**src/rtl/seg7_scan.sv**
```systemverilog
// Multiplexed 7-segment hex display driver: scans DIGITS digits on rising edges of tick,
// inserts an all-off dead time between digits and snapshots the display data once per scan.
module seg7_scan #(
    parameter int DIGITS      = 4,
    parameter int DEAD_CYCLES = 4,
    parameter int ACTIVE_LOW  = 1,
    parameter int BLANK_LZ    = 0
) (
    input  logic                  clk,
    input  logic                  rst_n,
    input  logic                  tick,
    input  logic [4*DIGITS-1:0]   data,
    input  logic [DIGITS-1:0]     dp_in,
    output logic [DIGITS-1:0]     an,
    output logic [6:0]            seg,
    output logic                  dp,
    output logic                  scan_start
);

    localparam int IW = (DIGITS > 1) ? $clog2(DIGITS) : 1;
    localparam int GW = (DEAD_CYCLES > 1) ? $clog2(DEAD_CYCLES) : 1;
    localparam logic [IW-1:0]     IDX_LAST = IW'(DIGITS - 1);
    localparam logic [GW-1:0]     GAP_LAST = GW'(DEAD_CYCLES - 1);
    localparam logic              POL      = (ACTIVE_LOW != 0);
    localparam logic [DIGITS-1:0] AN_OFF   = {DIGITS{POL}};
    localparam logic [6:0]        SEG_OFF  = {7{POL}};

    typedef enum logic {ST_GAP = 1'b0, ST_ACTIVE = 1'b1} state_t;

    function automatic logic [6:0] hex_decode(input logic [3:0] nib);
        logic [6:0] s;
        case (nib)
            4'h0: s = 7'h3F;  4'h1: s = 7'h06;  4'h2: s = 7'h5B;  4'h3: s = 7'h4F;
            4'h4: s = 7'h66;  4'h5: s = 7'h6D;  4'h6: s = 7'h7D;  4'h7: s = 7'h07;
            4'h8: s = 7'h7F;  4'h9: s = 7'h6F;  4'hA: s = 7'h77;  4'hB: s = 7'h7C;
            4'hC: s = 7'h39;  4'hD: s = 7'h5E;  4'hE: s = 7'h79;  4'hF: s = 7'h71;
            default: s = 7'h00;
        endcase
        return s;
    endfunction

    // A digit is a leading zero when it and every more significant nibble are zero.
    function automatic logic lz_blank(input logic [4*DIGITS-1:0] d, input logic [IW-1:0] i);
        logic nz;
        nz = 1'b0;
        for (int k = 0; k < DIGITS; k++) begin
            nz = nz | ((k >= int'(i)) && (d[4*k +: 4] != 4'h0));
        end
        return (i != {IW{1'b0}}) && !nz;
    endfunction

    state_t                state_r, state_s;
    logic                  tick_q_r;
    logic [IW-1:0]         idx_r, idx_s;
    logic [GW-1:0]         gap_cnt_r, gap_cnt_s;
    logic [4*DIGITS-1:0]   shadow_r, shadow_s;
    logic [DIGITS-1:0]     shadow_dp_r, shadow_dp_s;
    logic                  scan_start_r, scan_start_s;
    logic [DIGITS-1:0]     an_r, an_s;
    logic [6:0]            seg_r, seg_s;
    logic                  dp_r, dp_s;

    logic                  rise_s, load_s, blank_s;
    logic [4*DIGITS-1:0]   src_data_s;
    logic [DIGITS-1:0]     src_dp_s;
    logic [3:0]            nib_s;
    logic [DIGITS-1:0]     digit_an_s;
    logic [6:0]            digit_seg_s;
    logic                  digit_dp_s;

    // Digit image for idx; uses the incoming data when the shadow is being loaded this cycle.
    always_comb begin
        rise_s      = tick & ~tick_q_r;
        load_s      = (state_r == ST_GAP) && (gap_cnt_r == {GW{1'b0}}) && (idx_r == {IW{1'b0}});
        src_data_s  = load_s ? data  : shadow_r;
        src_dp_s    = load_s ? dp_in : shadow_dp_r;
        nib_s       = src_data_s[{idx_r, 2'b00} +: 4];
        blank_s     = (BLANK_LZ != 0) && lz_blank(src_data_s, idx_r);
        digit_an_s  = blank_s ? {DIGITS{1'b0}} : (DIGITS'(1'b1) << idx_r);
        digit_seg_s = blank_s ? 7'h00 : hex_decode(nib_s);
        digit_dp_s  = blank_s ? 1'b0  : src_dp_s[idx_r];
    end

    // Scan FSM next-state and registered-output next values.
    always_comb begin
        state_s      = state_r;
        idx_s        = idx_r;
        gap_cnt_s    = gap_cnt_r;
        shadow_s     = shadow_r;
        shadow_dp_s  = shadow_dp_r;
        scan_start_s = 1'b0;
        an_s         = an_r;
        seg_s        = seg_r;
        dp_s         = dp_r;
        case (state_r)
            ST_GAP: begin
                an_s  = AN_OFF;
                seg_s = SEG_OFF;
                dp_s  = POL;
                if (load_s) begin
                    shadow_s     = data;
                    shadow_dp_s  = dp_in;
                    scan_start_s = 1'b1;
                end else begin
                    scan_start_s = 1'b0;
                end
                if (gap_cnt_r == GAP_LAST) begin
                    state_s   = ST_ACTIVE;
                    gap_cnt_s = {GW{1'b0}};
                    an_s      = digit_an_s ^ AN_OFF;
                    seg_s     = digit_seg_s ^ SEG_OFF;
                    dp_s      = digit_dp_s ^ POL;
                end else begin
                    gap_cnt_s = gap_cnt_r + GW'(1'b1);
                end
            end
            ST_ACTIVE: begin
                if (rise_s) begin
                    state_s = ST_GAP;
                    idx_s   = (idx_r == IDX_LAST) ? {IW{1'b0}} : idx_r + IW'(1'b1);
                    an_s    = AN_OFF;
                    seg_s   = SEG_OFF;
                    dp_s    = POL;
                end else begin
                    state_s = ST_ACTIVE;
                end
            end
            default: begin
                state_s   = ST_GAP;
                idx_s     = {IW{1'b0}};
                gap_cnt_s = {GW{1'b0}};
                an_s      = AN_OFF;
                seg_s     = SEG_OFF;
                dp_s      = POL;
            end
        endcase
    end

    // State, shadow and output registers.
    always_ff @(posedge clk or negedge rst_n) begin
        if (!rst_n) begin
            tick_q_r     <= 1'b0;
            state_r      <= ST_GAP;
            idx_r        <= {IW{1'b0}};
            gap_cnt_r    <= {GW{1'b0}};
            shadow_r     <= {(4*DIGITS){1'b0}};
            shadow_dp_r  <= {DIGITS{1'b0}};
            scan_start_r <= 1'b0;
            an_r         <= AN_OFF;
            seg_r        <= SEG_OFF;
            dp_r         <= POL;
        end else begin
            tick_q_r     <= tick;
            state_r      <= state_s;
            idx_r        <= idx_s;
            gap_cnt_r    <= gap_cnt_s;
            shadow_r     <= shadow_s;
            shadow_dp_r  <= shadow_dp_s;
            scan_start_r <= scan_start_s;
            an_r         <= an_s;
            seg_r        <= seg_s;
            dp_r         <= dp_s;
        end
    end

    assign an         = an_r;
    assign seg        = seg_r;
    assign dp         = dp_r;
    assign scan_start = scan_start_r;

endmodule

```
**config.mk**
```make
export PLATFORM = sky130hd
export DESIGN_NAME = seg7_scan
export DESIGN_NICKNAME = d
export VERILOG_FILES = /design/src/rtl/seg7_scan.sv
export SDC_FILE = /design/constraint.sdc
export NUM_CORES = 1
export LEC_CHECK = 0
export CORE_MARGIN = 5
export CORE_UTILIZATION = 38
export CTS_CLUSTER_SIZE = 24
export DETAILED_ROUTE_END_ITERATION = 6
export PLACE_DENSITY_LB_ADDON = 0.08
export SYNTH_ARGS = -nofsm -noshare
export SYNTH_HDL_FRONTEND = slang
export SYNTH_SLANG_ARGS = --single-unit
```
**constraint.sdc**
```tcl
create_clock -name clk -period 3.2 [get_ports clk]
set_input_delay 0.64 -clock clk [delete_from_list [all_inputs] [get_ports clk]]
set_output_delay 0.64 -clock clk [all_outputs]
set_load 0.05 [all_outputs]
```
==> flow_summary.json <==
{
  "r2r.worst_path.cells": 8,
  "max-vdd-ir-drop_mv": 0.406,
  "clk_latency_ns": 0.29,
  "syn_area_per_cell_um2": 12.8,
  "die_y_um": 84.4,
  "synth-seq-cells": 39,
  "crit_arrival_ns": 2.86,
  "wire_per_inst_um": 15.5,
  "worstReg2RegEnd": "seg[1]",
  "r2r_slack_ns": 0.56,
  "timing.hold.ws_ns": 0.461,
  "cts-resized-gates": 0,
  "clock_sinks": 39,
  "p_per_area_nw_per_um2": 1090,
  "cts_tree": "yes",
  "cp_max_fo": 10,
  "synth_edf_count": 0,
  "dpl.cell_count": 268,
  "final_antenna_net_count": 0,
  "skew_ns": 0.00597,
  "synthCells": 164,
  "cts_hold_buf": 0,
  "final_cell_mix": "34 x clkdlybuf4s50_1, 27 x dfrtp_1, 22 x mux2_2",
  "p_leak_nw": 1.13,
  "multi_input_area_um2": 1020,
  "track_usage": 0.129,
  "n_fill_cell": 498,
  "critPathLaunchType": "register",
  "final_layout_size_suffix_gt1_frac": 0.275,
  "worstSetupEndpointType": "register",
  "synth-seq-area-share": 0.472,
  "clkPwrFrac": 0.128,
  "pwr-share-seq": 0.295,
  "rows": 27,
  "worst_pin_slew_ns": 0.859,
  "numPortBuffers": 35,
  "period_share": 0.825,
  "synth_warnings": 0,
  "stdcell_count": 276,
  "diodes": 0,
  "finalHoldViolations": 0,
  "netSwitchingFraction": 0.410,
  "synth_flop_cell": "dfrtp_1",
  "register_area_um2": 991,
  "dp_hpwl_um": 3250,
  "vias_per_cell": 4.96,
  "met1_usage": 0.155,
  "fin_setup_tns_ns": 0,
  "area_delta_synth_final_pct": 24.2,
  "syn-cell-area_um2": 2100,
  "maxCapViolCount": 0,
  "hp-class": "input port to asynchronous set/reset pin",
  "finalWirelength_um": 4280,
  "finalSetupViolations": 0,
  "grt_pass1_wl_um": 7300,
  "rsz0062_at_grt": "no",
  "vias": 1369,
  "drtIter0Drc": 28,
  "start_util": 0.386,
  "io_pins": 36,
  "drtPass1Iterations": 4,
  "final_common_cell": "clkdlybuf4s50_1",
  "intPower_w": 0.00168,
  "die_x_um": 84.4,
  "clock_path_buffers": 2,
  "status": "complete, no violations",
  "synthArstFlopShare": 1.00,
  "numCtsBuffers": 5,
  "grt.met3_usage": 0.0343,
  "fin_crit_ns": 2.64,
  "final_area_um2": 2610,
  "slew_headroom": 0.427,
  "die_area_um2": 7110,
  "cts_root_buf": "clkbuf_8",
  "antenna_found_initial": 0,
  "pwr-share-comb": 0.577,
  "max_freq_mhz": 379,
  "p_switching_w": 0.00117,
  "clkTransAtPathRegs_ns": 0.07,
  "placed_area_um2": 2510,
  "grt.busiest_layer": "met2",
  "nNetsFinal": 238,
  "synth_cell_types": 31,
  "grt_pass1_vias": 1519,
  "drc": 0,
  "grt_max_degree": 40,
  "htree_levels": 2,
  "cts_setup_buffers": 0,
  "coreArea_um2": 5440,
  "gp_congestion": 0.813,
  "synth_fp_nets": 199,
  "critical_path_required_ns": 3.42,
  "path_class": "register to register",
  "report.final.slew_viol_count": 0,
  "grt_overflow_total": 0,
  "grt_use_met2": 0.223,
  "reg2reg_from": "idx_r[0]"
}
## critical path, cell delays in order, from the launching register on
cell and delay [ns]:
dfrtp_1 0.38, inv_1 0.20, ha_1 0.28, nand3b_4 0.20
mux4_2 0.59, ha_1 0.36, mux2i_1 0.16, nor2_1 0.06
o32a_1 0.33
## state kept, by name, summed over array words and instances (netlist names)
signal / flops
shadow_r: 16
seg: 7
an: 4
shadow_dp_r: 4
gap_cnt_r: 2
idx_r: 2
dp: 1
scan_start: 1
state_r: 1
tick_q_r: 1
## metrics by stage
stage	util	total power (W)	setup slack, ns
6_report	0.480	0.00285	0.559
3_5_place_dp	0.461	0.00252	0.418
5_1_grt	0.480	0.00307	0.410
3_3_place_gp	0.461	0.00245	0.524
4_1_cts	0.480	0.00289	0.509
2_1_floorplan	-	0.00217	0.679
## Yosys cell counts (2+ instances only)
cell type,count,area (um2)
dfrtp_1,27,676
mux2_2,22,248
mux2i_1,20,200
dfstp_2,12,315
ha_1,12,150
nor2_1,11,41.3
a21oi_1,7,35.0
inv_1,7,26.3
mux4_2,5,113
nor3_1,5,25.0
buf_6,4,45.0
nand2_1,4,15.0
a31oi_1,3,18.8
clkbuf_1,3,11.3
nand3b_1,2,15.0
nor2b_1,2,12.5
o21a_1,2,15.0
o21ai_0,2,10.0
o221ai_1,2,17.5
## routing by layer
| layer | share of wire | vias to the layer above |
|---|---|---|
| met5 | 0 | - |
| met2 | 0.52 | 19 |
| met1 | 0.43 | 683 |
| met3 | 0.033 | 6 |
| met4 | 0.014 | 0 |
| li1 | - | 661 |
## final cells by class
class / instances / area share
inverters: 8 / 0.0115
well taps: 72 / 0.0345
flip-flops and latches: 39 / 0.380
multi-input cells: 109 / 0.389
repair buffers: 40 / 0.147
clock buffers: 8 / 0.0384
## logic make-up (layout without fill, tap and decap cells)
| logic type | Yosys count | after routing | synth area share |
|---|---|---|---|
| buf+inv | 16 | 56 | 0.0447 |
| flops | 39 | 39 | 0.472 |
| mux | 47 | 47 | 0.267 |
| compound gates | 21 | 21 | 0.0691 |
| simple gates | 28 | 28 | 0.0721 |
| fa+ha+maj | 12 | 12 | 0.0715 |
| xor+xnor | 1 | 1 | 0.00417 |
## power groups by stage
stage                     clock [W]  combinational (W)  sequential, W
after floorplan                   0            0.00119       0.000980
after global placement            0            0.00161       0.000839
after detailed placement          0            0.00167       0.000853
after CTS                  0.000374            0.00167       0.000844
after global routing       0.000401            0.00181       0.000865
final                      0.000363            0.00164       0.000840
## how the worst max path moves through the flow
| stage | slack (ns) | end | from |
|---|---|---|---|
| after floorplan | 0.68 | seg[1] | idx_r[0] |
| after global placement | 0.52 | seg[1] | data[12] |
| final | 0.56 | seg[1] | idx_r[0] |
| after detailed placement | 0.42 | seg[1] | data[0] |
| after CTS | 0.51 | seg[1] | idx_r[0] |
| after global routing | 0.41 | seg[1] | idx_r[0] |
Note: power is estimated with default switching activity, not from simulation.
